`src/rtl/adc_pkg.sv`:
```
// Shared constants and FSM encoding for the capacitor-discharge ADC conditioner.
package adc_pkg;

  localparam int unsigned ADC_COUNT_MAX = 4096;
  localparam int unsigned ADC_MIDPOINT  = 2048;
  localparam int unsigned OSC_HZ        = 49_152_000;

  typedef enum logic [2:0] {
    IDLE,
    CAPTURE,
    CORRECT,
    ACCUM,
    OUTPUT
  } adc_state_e;

endpackage

```
`src/rtl/adc_scale.sv`:
```
// Combinational clamp / offset / optional invert / gain shift / saturate of a raw count.
module adc_scale #(
  parameter int unsigned OUTSIZE    = 16,
  parameter int unsigned COUNT_MAX  = 4096,
  parameter int unsigned MIDPOINT   = 2048,
  parameter int unsigned GAIN_SHIFT = 4,
  parameter int unsigned INVERT     = 0
) (
  input  logic [$clog2(COUNT_MAX):0] raw_lo,
  input  logic                       raw_hi,
  output logic [OUTSIZE-1:0]         value_c,
  output logic                       clamp_c
);

  localparam int unsigned CW = $clog2(COUNT_MAX);
  localparam int unsigned IW = CW + 1;
  localparam int unsigned WW = (CW + 2 + GAIN_SHIFT > OUTSIZE + 1) ? (CW + 2 + GAIN_SHIFT)
                                                                    : (OUTSIZE + 1);
  localparam int SMAX_I = (1 << (OUTSIZE - 1)) - 1;
  localparam int SMIN_I = -(1 << (OUTSIZE - 1));
  localparam logic signed [WW-1:0] SMAX = WW'(SMAX_I);
  localparam logic signed [WW-1:0] SMIN = WW'(SMIN_I);

  logic [CW-1:0]        clamped;
  logic signed [WW-1:0] diff;
  logic signed [WW-1:0] scaled;

  // Wide signed intermediate so the shift can never wrap before saturation.
  always_comb begin
    clamp_c = raw_hi | (raw_lo >= IW'(COUNT_MAX));
    clamped = clamp_c ? CW'(COUNT_MAX - 1) : raw_lo[CW-1:0];
    diff    = $signed(WW'(clamped)) - $signed(WW'(MIDPOINT));
    if (INVERT != 0) begin
      diff = -diff;
    end
    scaled = diff <<< GAIN_SHIFT;
    if (scaled > SMAX) begin
      value_c = SMAX[OUTSIZE-1:0];
    end else if (scaled < SMIN) begin
      value_c = SMIN[OUTSIZE-1:0];
    end else begin
      value_c = scaled[OUTSIZE-1:0];
    end
  end

endmodule

```
`src/rtl/adc_conditioner.sv`:
```
// Captures one discharge count per conversion, scales it and box-averages a batch
// into a signed audio sample with a one-cycle valid strobe.
module adc_conditioner
  import adc_pkg::*;
#(
  parameter int unsigned OUTSIZE    = 16,
  parameter int unsigned COUNT_MAX  = ADC_COUNT_MAX,
  parameter int unsigned MIDPOINT   = ADC_MIDPOINT,
  parameter int unsigned GAIN_SHIFT = 4,
  parameter int unsigned AVG_LOG2   = 2,
  parameter int unsigned INVERT     = 0
) (
  input  logic               osc,
  input  logic               reset,
  input  logic               capacitor,
  input  logic [31:0]        raw_count,
  output logic [OUTSIZE-1:0] sample,
  output logic               sample_valid,
  output logic               overrange
);

  localparam int unsigned CW    = $clog2(COUNT_MAX);
  localparam int unsigned AW    = OUTSIZE + AVG_LOG2;
  localparam int unsigned NW    = AVG_LOG2 + 1;
  localparam int unsigned BATCH = 1 << AVG_LOG2;

  adc_state_e                 state_q, state_d;
  logic                       cap_q;
  logic [CW:0]                raw_lo_q, raw_lo_d;
  logic                       raw_hi_q, raw_hi_d;
  logic signed [OUTSIZE-1:0]  corr_q, corr_d;
  logic signed [AW-1:0]       acc_q, acc_d, acc_sum;
  logic [NW-1:0]              cnt_q, cnt_d;
  logic                       batch_ovr_q, batch_ovr_d;
  logic [OUTSIZE-1:0]         sample_d;
  logic                       sample_valid_d, overrange_d;
  logic                       fall_c;
  logic [OUTSIZE-1:0]         scaled_c;
  logic                       clamp_c;

  assign fall_c = cap_q & ~capacitor;

  adc_scale #(
    .OUTSIZE    (OUTSIZE),
    .COUNT_MAX  (COUNT_MAX),
    .MIDPOINT   (MIDPOINT),
    .GAIN_SHIFT (GAIN_SHIFT),
    .INVERT     (INVERT)
  ) u_scale (
    .raw_lo  (raw_lo_q),
    .raw_hi  (raw_hi_q),
    .value_c (scaled_c),
    .clamp_c (clamp_c)
  );

  // Next-state and datapath: capture -> correct -> accumulate -> (strobe).
  always_comb begin
    state_d        = state_q;
    raw_lo_d       = raw_lo_q;
    raw_hi_d       = raw_hi_q;
    corr_d         = corr_q;
    acc_d          = acc_q;
    cnt_d          = cnt_q;
    batch_ovr_d    = batch_ovr_q;
    sample_d       = sample;
    sample_valid_d = 1'b0;
    overrange_d    = overrange;
    acc_sum        = acc_q + AW'(corr_q);

    case (state_q)
      IDLE: begin
        if (fall_c) begin
          state_d = CAPTURE;
        end
      end
      CAPTURE: begin
        raw_lo_d = raw_count[CW:0];
        raw_hi_d = |raw_count[31:CW+1];
        state_d  = CORRECT;
      end
      CORRECT: begin
        corr_d      = scaled_c;
        batch_ovr_d = batch_ovr_q | clamp_c;
        state_d     = ACCUM;
      end
      ACCUM: begin
        if (cnt_q == NW'(BATCH - 1)) begin
          sample_d       = OUTSIZE'(acc_sum >>> AVG_LOG2);
          sample_valid_d = 1'b1;
          overrange_d    = batch_ovr_q;
          acc_d          = '0;
          cnt_d          = '0;
          batch_ovr_d    = 1'b0;
          state_d        = OUTPUT;
        end else begin
          acc_d   = acc_sum;
          cnt_d   = cnt_q + NW'(1);
          state_d = IDLE;
        end
      end
      OUTPUT: begin
        state_d = IDLE;
      end
      default: begin
        state_d = IDLE;
      end
    endcase
  end

  always_ff @(posedge osc) begin
    if (reset) begin
      state_q      <= IDLE;
      cap_q        <= 1'b0;
      raw_lo_q     <= '0;
      raw_hi_q     <= 1'b0;
      corr_q       <= '0;
      acc_q        <= '0;
      cnt_q        <= '0;
      batch_ovr_q  <= 1'b0;
      sample       <= '0;
      sample_valid <= 1'b0;
      overrange    <= 1'b0;
    end else begin
      state_q      <= state_d;
      cap_q        <= capacitor;
      raw_lo_q     <= raw_lo_d;
      raw_hi_q     <= raw_hi_d;
      corr_q       <= corr_d;
      acc_q        <= acc_d;
      cnt_q        <= cnt_d;
      batch_ovr_q  <= batch_ovr_d;
      sample       <= sample_d;
      sample_valid <= sample_valid_d;
      overrange    <= overrange_d;
    end
  end

endmodule

```
`config.mk`:
```
export PLATFORM = sky130hd
export DESIGN_NAME = adc_conditioner
export DESIGN_NICKNAME = d
export VERILOG_FILES = /design/src/rtl/adc_pkg.sv /design/src/rtl/adc_scale.sv /design/src/rtl/adc_conditioner.sv
export SDC_FILE = /design/constraint.sdc
export NUM_CORES = 1
export LEC_CHECK = 0
export BUFFER_PORTS_ARGS = -buffer_cell sky130_fd_sc_hd__buf_2
export CAP_MARGIN = 20
export CORE_MARGIN = 4
export CORE_UTILIZATION = 59
export CTS_BUF_LIST = sky130_fd_sc_hd__clkbuf_16
export DETAILED_ROUTE_END_ITERATION = 6
export GPL_ROUTABILITY_DRIVEN = 0
export PLACE_DENSITY = 0.93
export SLEW_MARGIN = 20
export SYNTH_ARGS = -nofsm -noshare
export SYNTH_HDL_FRONTEND = slang
export SYNTH_SLANG_ARGS = --single-unit
```
`constraint.sdc`:
```
create_clock -name osc -period 3.9 [get_ports osc]
set_input_delay 0 -clock osc [delete_from_list [all_inputs] [get_ports osc]]
set_output_delay 0 -clock osc [all_outputs]
set_load 0.02 [all_outputs]
```
-- Word level (Yosys, flattened, before mapping)
Index checks and enable logic that the tools add are counted.
- add/sub/neg operators: 3
- bitwise gates (word level): 5
- reduce and logical (&&, ||, !) cells: 6
- multiplexer cells: 11
- order comparisons: 3
- eq/ne operators: 6
- operator list (kind ; number):
    2-to-1 mux 16 bit ; 2
    OR reduction 19 bit ; 1
    adder 18 x 16 -> 18 bit ; 1
    greater-than comparator 18 x 16 -> 1 bit, second input constant ; 1
    less-than comparator 18 x 16 -> 1 bit, second input constant ; 1
    2-to-1 mux 18 bit ; 1
    greater-or-equal comparator 13 bit, second input constant ; 1
    subtractor 12 x 12 -> 13 bit, second input constant ; 1
    2-to-1 mux 12 bit ; 1
    one-hot mux 3 bit (4 select lines) ; 1
    == test 3 x 2 -> 1 bit, second input constant ; 3
    2-to-1 mux 3 bit ; 3
    != test 2 bit, second input constant ; 2
    AND reduction 2 bit ; 2
    adder 3 x 1 -> 3 bit, second input constant ; 1
    == test 3 x 1 -> 1 bit, second input constant ; 1
    logical NOT 3 bit ; 1
    2-to-1 mux 1 bit ; 2
    inverter 1 bit ; 2
    bitwise OR 1 bit ; 2
    one-hot mux 1 bit (2 select lines) ; 1
    nonzero test 2 bit ; 1
    OR reduction 2 bit ; 1
    AND 1 bit ; 1
- output and inout port bits: 18
- input bits: 35
- word-level logic and storage cells: 45
- register bits: 74

-- Longest topological paths before layout
Gate-level depths: netlist of the first run.
- depth in word-level cells: 7
- mapped depth: 7

-- Cells and area by module
From an unflattened synthesis of the first run, not the netlist that was laid out.
- cells, all modules: 425
- area, all modules: 3512.1 um2
- by module, submodules not included (module ; cells an instance ; times used ; sequential area each (um2) ; area an instance (um2)):
    adc_conditioner ; 405 ; 1 ; 1481.4 ; 3382.0
    adc_scale ; 20 ; 1 ; 0.0 ; 130.1

-- Worst setup path after synthesis of the first run
No wires, ideal clock.
- path kind: register to register
- start: register corr_q[9]
- end: register sample[14]
- path slack: 1.823 ns
- buffers on the path: 0
- arrival time: 1.959 ns
- required time: 3.783 ns
- stages on the path, launching flop included: 7
- clock period less this slack: 2.077 ns
- path through: dfxtp_1 ha_1 a22o_1 o41ai_2 a21oi_1 or3_1 a32o_1
- longest elaborated chain between the ends: 1
- ends and longest elaborated chain (what ; RTL line ; text):
    start, declared ; adc_conditioner.sv:31 ; logic signed [OUTSIZE-1:0] corr_q, corr_d;
    start signal, assigned ; adc_conditioner.sv:128 ; corr_q <= corr_d;
    adder 18 x 16 -> 18 bit ; adc_conditioner.sv:68 ; acc_sum = acc_q + AW'(corr_q);
    end signal, assigned ; adc_conditioner.sv:132 ; sample <= sample_d;
    end, declared ; adc_conditioner.sv:17 ; output logic [OUTSIZE-1:0] sample,
Every way passes these cells.
A chain may end at the register's enable or synchronous reset.

-- Worst setup path in the final report of the first run
- start: register corr_q[7]
- end: register sample[15]
The elaborated chain is that of the path after synthesis.

==> Flow_metrics.wiki, run 1 <==
{| class="wikitable"
! Metric !! Value
|-
| Final net count || 454
|-
| Clock latency on the worst-skew pair || about 330 ps
|-
| Number of distinct library cell variants in the gate-level netlist after synthesis || 45
|-
| Y dimension of the die || 79.71 um
|-
| Number of standard cells after synthesis || 339
|-
| Die Width || 79.71 um
|-
| Antenna-violating nets left || 0
|-
| First-pass GRT wire length || 11.76 mm
|-
| CP required || between 4000 and 5000 ps
|-
| Core Util, Final || between 70% and 80%
|-
| Register bit count reported by yosys || 69
|-
| Root Driver || clkbuf_16
|-
| Antenna cell count || 0
|-
| Run status || finished clean
|-
| Number of violations reported at the end of detailed-routing iteration 0 || around 160
|-
| Post-synthesis average cell area || approximately 9.0 sq um
|-
| Arr. time, crit path || 2540 ps
|-
| Global route overflow || 0
|-
| Number of placement rows || 25
|-
| Maxcap violations || 0
|-
| CTS tree || built
|-
| Pin count of the biggest net entering global routing || 45
|-
| Area contributors post-synth || dfxtp_1 (46%), ha_1 (6.2%), nand2_1 (5.6%)
|-
| Yosys warning total || 0
|-
| Achievable Freq || 430.5 MHz
|-
| Cell type with the largest total area after synthesis || dfxtp_1
|-
| Post-synthesis cell area || 0.003034 sq mm
|-
| Via Count || 2719
|-
| Die Area || 0.006354 sq mm
|-
| Setup Skew || 6.454 ps
|-
| Hold path startpoint || raw_count[21]
|-
| Critical Setup Path Class || flop to flop
|-
| Share of the synthesized area in the top cell type || 45.53%
|-
| Highest net fanout along the worst path || 6
|-
| Reg2reg start || corr_q[7]
|-
| Global Route Usage Sum || 24.07%
|-
| Setup repair after global routing missed its margin || false
|-
| Hold crit path type || input pin to flop
|-
| Headroom to the max-slew limit || between 30% and 40%
|-
| Synth-to-layout area growth || 25.24%
|-
| Final hold violations || 0
|-
| Finish-stage setup viols || 0
|-
| Number of setup buffers added after CTS || 0
|-
| Vias in the first global route || 2552
|-
| Seq/Total Area, Yosys || 45.53%
|-
| Total Routed Length || 6.779 mm
|-
| # IOs || 53
|-
| Synthesized net count || 389
|-
| Final count of pins violating max slew || 0
|-
| Core box area || 0.004848 sq mm
|-
| Overall Power || 1.701 mW
|-
| Initial cell density of the core || 62.58%
|-
| Number of enable-type register cells in the synthesized netlist || 0
|-
| Drt first pass iters || 4
|-
| Clock Pin Slew Worst Setup and Hold Paths || 50 ps
|-
| CP startpoint || corr_q[7]
|-
| Actual slew at the worst max-slew pin || 972.8 ps
|-
| Maximum buffer depth of the clock tree || 2
|-
| Total of buffers placed on input and output ports || 52
|-
| Detailed-route wire length per cell || 14.24 um
|-
| CP endpoint kind || flop
|-
| Routed vias/inst || 5.712
|-
| Top flip-flop cell by instance count after synthesis || dfxtp_1
|-
| DP Wirelength || 4.519 mm
|-
| Setup crit start kind || flop
|-
| Worst VDD drop || between 300 and 400 uV
|-
| Setup TNS || 0 ps
|-
| DRC Markers || 0
|-
| Count of H-tree levels built during CTS || 3
|-
| Number of antenna violations at the first check in global routing || 0
|-
| Ys async rst share || 0%
|-
| Final worst path period need || 2323 ps
|-
| Most frequent standard cell in the layout excluding fill and tap cells || dfxtp_1
|-
| Worst hold slack || 41.44 ps
|-
| Power Density || 447.6 mW/mm^2
|-
| Most frequent cells in the layout || dfxtp_1 (69), buf_2 (52), nand2_1 (45), nor2_1 (37), a21oi_1 (30)
|-
| Period utilisation layout || 59.56%
|-
| Clock Sinks || 69
|-
| Number of buffers created by CTS || 9
|-
| Static Leakage || approximately 1.7 nW
|-
| Layout cell share with drive strength beyond 1 || a little under a fifth
|}
## layout make-up
cell class | instances | area (sq um)
Clock buffer | 9 | 225.2
Clock inverter | 7 | 81.33
Fill cell | 326 | 1049
Inverter | 5 | 18.77
Multi-Input combinational cell | 249 | 1579
Sequential cell | 69 | 1381
Tap cell | 67 | 83.83
Timing Repair Buffer | 70 | 430.4
## kinds of logic (layout without fill, tap and decap cells)
group / after synthesis / count (layout) / synth area share [%]
AND/OR/NAND/NOR: 124 / 124 / 18.93
AO/OA/AOI/OAI: 92 / 92 / 21.24
flip-flops: 69 / 69 / 45.53
buffers and inverters: 21 / 91 / 2.598
XOR/XNOR: 16 / 16 / 5.072
adder cells (fa/ha/maj): 15 / 15 / 6.186
other: 1 / 1 / 0.1236
multiplexers: 1 / 1 / 0.3299
## what timing repair did
item	CTS	global route
endpoints found under the hold margin	14	0
hold buffers	14	0
gates resized for setup	0	0
## critical path: stages, from the launching register on
cell and delay, ps:
dfxtp_1 310, ha_1 370, a21o_1 220, a221oi_2 420
o31ai_1 190, nor2_1 250, xnor3_1 250, a22o_1 200
## layer usage
metal	routed length, um	global-route usage [%]	part of all wire (%)	up-vias
met2	3120	38.23	46	96
met4	156	10.48	2.3	0
met3	470	7.675	6.9	19
met5	0	0	0	-
met1	3031	29.84	45	1259
li1	-	-	-	1345
## report_power, final
| part | leakage (nW) | total, mW | switching, mW | internal (mW) |
|---|---|---|---|---|
| clock | 0.155 | 0.830 | 0.281 | 0.550 |
| combinational | 0.954 | 0.132 | 0.0729 | 0.0595 |
| sequential | 0.558 | 0.738 | 0.0140 | 0.724 |
| total | 1.67 | 1.70 | 0.368 | 1.33 |
## registers in the layout, indices dropped and copies added, names as in the netlist
register,flops
batch_ovr_q,1
raw_hi_q,1
state_q,3
acc_q,17
sample_valid,1
sample,16
cap_q,1
overrange,1
corr_q,12
raw_lo_q,13
cnt_q,3
## worst paths after layout
| kind | end | slack [ps] | depth (start not counted) |
|---|---|---|---|
| min | raw_hi_q | 40 | 5 |
| max | sample[15] | 1580 | 7 |
| min reg2reg | raw_lo_q[7] | 460 | 2 |
| max reg2reg | sample[15] | 1580 | 7 |
## metrics by stage
step	cell area (sq um)	std cells	worst slack, ps
finish	3800	476	1577
global placement	3346	445	1725
detailed placement	3346	445	1660
floorplan	3034	339	1823
CTS	3792	475	1609
global route	3800	476	1486
## synth_stat cells, drive strengths merged (2+ instances only)
library cell	number
nor2b	2
nand2	45
xor2	5
inv	5
a211oi	11
a22oi	4
or3	3
nand3	4
o21ai	10
o21bai	2
xnor2	10
nor3b	2
and2	4
a22o	19
a21oi	30
nand3b	2
nand4	5
a32o	3
clkbuf	15
nor4	5
nand2b	2
ha	15
nor2	37
nor3	8
dfxtp	69
a21o	5
Power figures use the tool's default switching activity.
==> inputs of run 2 (changes only) <==
--- a/config.mk
+++ b/config.mk
@@ -8,11 +8,11 @@
 export BUFFER_PORTS_ARGS = -buffer_cell sky130_fd_sc_hd__buf_2
 export CAP_MARGIN = 20
 export CORE_MARGIN = 4
-export CORE_UTILIZATION = 59
+export CORE_UTILIZATION = 50
 export CTS_BUF_LIST = sky130_fd_sc_hd__clkbuf_16
 export DETAILED_ROUTE_END_ITERATION = 6
 export GPL_ROUTABILITY_DRIVEN = 0
-export PLACE_DENSITY = 0.93
+export PLACE_DENSITY = 0.85
 export SLEW_MARGIN = 20
 export SYNTH_ARGS = -nofsm -noshare
 export SYNTH_HDL_FRONTEND = slang
==> constraint.sdc (replaced) <==
create_clock -name osc -period 2.05 [get_ports osc]
set_input_delay 0 -clock osc [delete_from_list [all_inputs] [get_ports osc]]
set_output_delay 0 -clock osc [all_outputs]
set_load 0.02 [all_outputs]
==> Flow_metrics.wiki, run 2 (synthesis gave the netlist of run 1 again) <==
{| class="wikitable"
! Metric !! Value
|-
| Worst r2r path cells || 6 (-1)
|-
| Flop-to-flop setup slack || -30 ps (-1610 ps)
|-
| Clock latency on the worst-skew pair || 330 ps (about the same)
|-
| Fill cell count || 431 (+32%)
|-
| Antenna cell count || 0 (unchanged)
|-
| Total of buffers placed on input and output ports || 52 (unchanged)
|-
| Critical Setup Path Class || flop to flop
|-
| DP Wirelength || 4.836 mm (+7.0%)
|-
| Detailed-route wire length per cell || 14.88 um (+4.5%)
|-
| Final count of pins violating max slew || 0 (unchanged)
|-
| Register with the highest flop count || acc_q
|-
| Die Width || 85.90 um (+7.8%)
|-
| Final worst path period need || 2083 ps (-239.5 ps)
|-
| Via Count || 2823 (+3.8%)
|-
| Max reg flops || 17 (unchanged)
|-
| Regs by FF count || acc_q: 17 flops, sample: 16 flops, raw_lo_q: 13 flops
|-
| Period utilisation layout || 101.6% (+42 points)
|-
| Total Routed Length || 7.500 mm (+11%)
|-
| Static Leakage || 1.771 nW (+6.2%)
|-
| Layout cell share with drive strength beyond 1 || 28.44% (+9.6 points)
|-
| Number of antenna violations at the first check in global routing || 0 (unchanged)
|-
| Highest net fanout along the worst path || 3 (-3)
|-
| CP startpoint || corr_q[9]
|-
| Setup repair after global routing missed its margin || true
|-
| Maximum buffer depth of the clock tree || 2 (unchanged)
|-
| Termination of the worst setup path || sample[14]
|-
| Global Route Usage Sum || 20.45% (-3.6 points)
|-
| Run status || finished, violations left
|-
| CP endpoint kind || flop
|-
| Count of H-tree levels built during CTS || 3 (unchanged)
|-
| Final net count || 474 (+4.4%)
|-
| Pin count of the biggest net entering global routing || 38 (-16%)
|-
| Initial cell density of the core || 51.25% (-11 points)
|-
| Hold crit path type || input pin to flop
|-
| Most frequent standard cell in the layout excluding fill and tap cells || dfxtp_1
|-
| Maxcap violations || 0 (unchanged)
|-
| Sequential standard cell area || 0.001393 sq mm (+0.82%)
|-
| Setup Skew || 5.075 ps (-1.379 ps)
|-
| Achievable Freq || 480.0 MHz (+11%)
|-
| Headroom to the max-slew limit || 56.31% (+22 points)
|-
| CP required || 2270 ps (-1850 ps)
|-
| Power Density || 828.9 mW/mm^2 (+85%)
|-
| Number of placement rows || 28 (+12%)
|-
| Die Area || 0.007379 sq mm (+16%)
|-
| Synth-to-layout area growth || 37.28%
|-
| Setup TNS || -34.80 ps (-34.80 ps)
|-
| Core box area || 0.005921 sq mm (+22%)
|-
| Most frequent cells in the layout || dfxtp_1 (60), buf_2 (52), nand2_1 (45), nor2_1 (37), a21oi_1 (26)
|-
| Root Driver || clkbuf_16
|-
| Worst-case setup margin in the final layout || -33.18 ps (-1611 ps)
|-
| Finish-stage setup viols || 2 (+2)
|-
| Actual slew at the worst max-slew pin || 653.0 ps (-319.8 ps)
|-
| Core Util, Final || 70.35% (-8.0 points)
|-
| Setup crit start kind || flop
|-
| Routed vias/inst || 5.601 (-1.9%)
|-
| Global route overflow || 0 (unchanged)
|-
| Violations in the final reports || negative setup slack
|-
| # IOs || 53 (unchanged)
|-
| Number of buffers created by CTS || 9 (unchanged)
|-
| Worst VDD drop || 540.8 uV (+49%)
|-
| Number of violations reported at the end of detailed-routing iteration 0 || 247 (+55%)
|-
| Multi-input gate area in the final layout || 0.001738 sq mm (+10%)
|-
| Dpl ws || -116.1 ps (-1776 ps)
|-
| Antenna-violating nets left || 0 (unchanged)
|-
| Clock Sinks || 69 (unchanged)
|-
| Clock Pin Slew Worst Setup and Hold Paths || 60 ps (about the same)
|-
| Vias in the first global route || 2671 (+4.7%)
|-
| Reg2reg start || corr_q[9]
|-
| Final hold violations || 0 (unchanged)
|-
| Y dimension of the die || 85.90 um (+7.8%)
|-
| Drt first pass iters || 4 (unchanged)
|-
| DRC Markers || 0 (unchanged)
|-
| Arr. time, crit path || 2300 ps (-240 ps)
|-
| CTS tree || built
|-
| Reg-to-reg endpoint || sample[14]
|-
| First-pass GRT wire length || 12.00 mm (+2.0%)
|}
==> run 2: cell types whose count changed in the layout (fill, tap and decap cells not counted), sizes merged <==
cell	delta
dlygate4sd3	+1
inv	-1
buf	+19
clkinv	-1
bufinv	+1
clkinvlp	+1
==> run 2: worst min-delay path by stage <==
stage               depth (start not counted)  slack, ps           from     endpoint
finish                                      5         30  raw_count[21]     raw_hi_q
global route                                5         70  raw_count[21]     raw_hi_q
CTS                                         5         20  raw_count[21]     raw_hi_q
detailed placement                          3        250   raw_count[4]  raw_lo_q[4]
global placement                            3        230      capacitor        cap_q
floorplan                                   2        130      capacitor        cap_q
==> run 2: stage by stage <==
step / hold WS [ps] / instance area (sq um) / total power [mW] / cells
floorplan: 134.5 / 3050 / 1.589 / 339
global route: 66.79 / 4165 / 3.570 / 504
detailed placement: 247.4 / 3500 / 1.684 / 470
global placement: 234.2 / 3500 / 1.675 / 470
finish: 25.25 / 4165 / 3.453 / 504
CTS: 17.82 / 4085 / 3.460 / 501
==> run 2: metal layers <==
layer  track usage, %  vias to the layer above  share of wire, %
met5                0                        -                 0
met2            33.15                      105                49
li1                 -                     1386                 -
met4            11.65                        0               2.2
met1            25.72                     1320                42
met3            3.266                       12               6.4
==> run 2: what timing repair did <==
item	CTS	global route
resized for setup	15	14
hold buffers	15	0
buffers inserted	0	3
setup endpoints to repair	8	12
endpoints found under the hold margin	16	0
pin swaps	8	14
==> run 2: layout make-up <==
cell class / count / area share, %
Tap cell: 75 / 2.253
Clock inverter: 7 / 2.734
Timing Repair Buffer: 90 / 14.00
Inverter: 5 / 0.4506
Clock buffer: 9 / 5.407
Multi-Input combinational cell: 249 / 41.72
Sequential cell: 69 / 33.43
==> run 2: critical path: stages (launching register included) <==
cell	delay (ps)
dfxtp_2	330
ha_4	250
a22o_4	260
o41ai_4	400
a21oi_2	100
or3_1	350
a32o_1	270
==> run 2: power breakdown <==
group	leakage, nW	internal (mW)	total (mW)	switching, mW
Sequential	0.562	1.38	1.41	0.0306
Clock	0.161	1.18	1.74	0.563
Combinational	1.05	0.147	0.300	0.153
Total	1.77	2.71	3.45	0.747
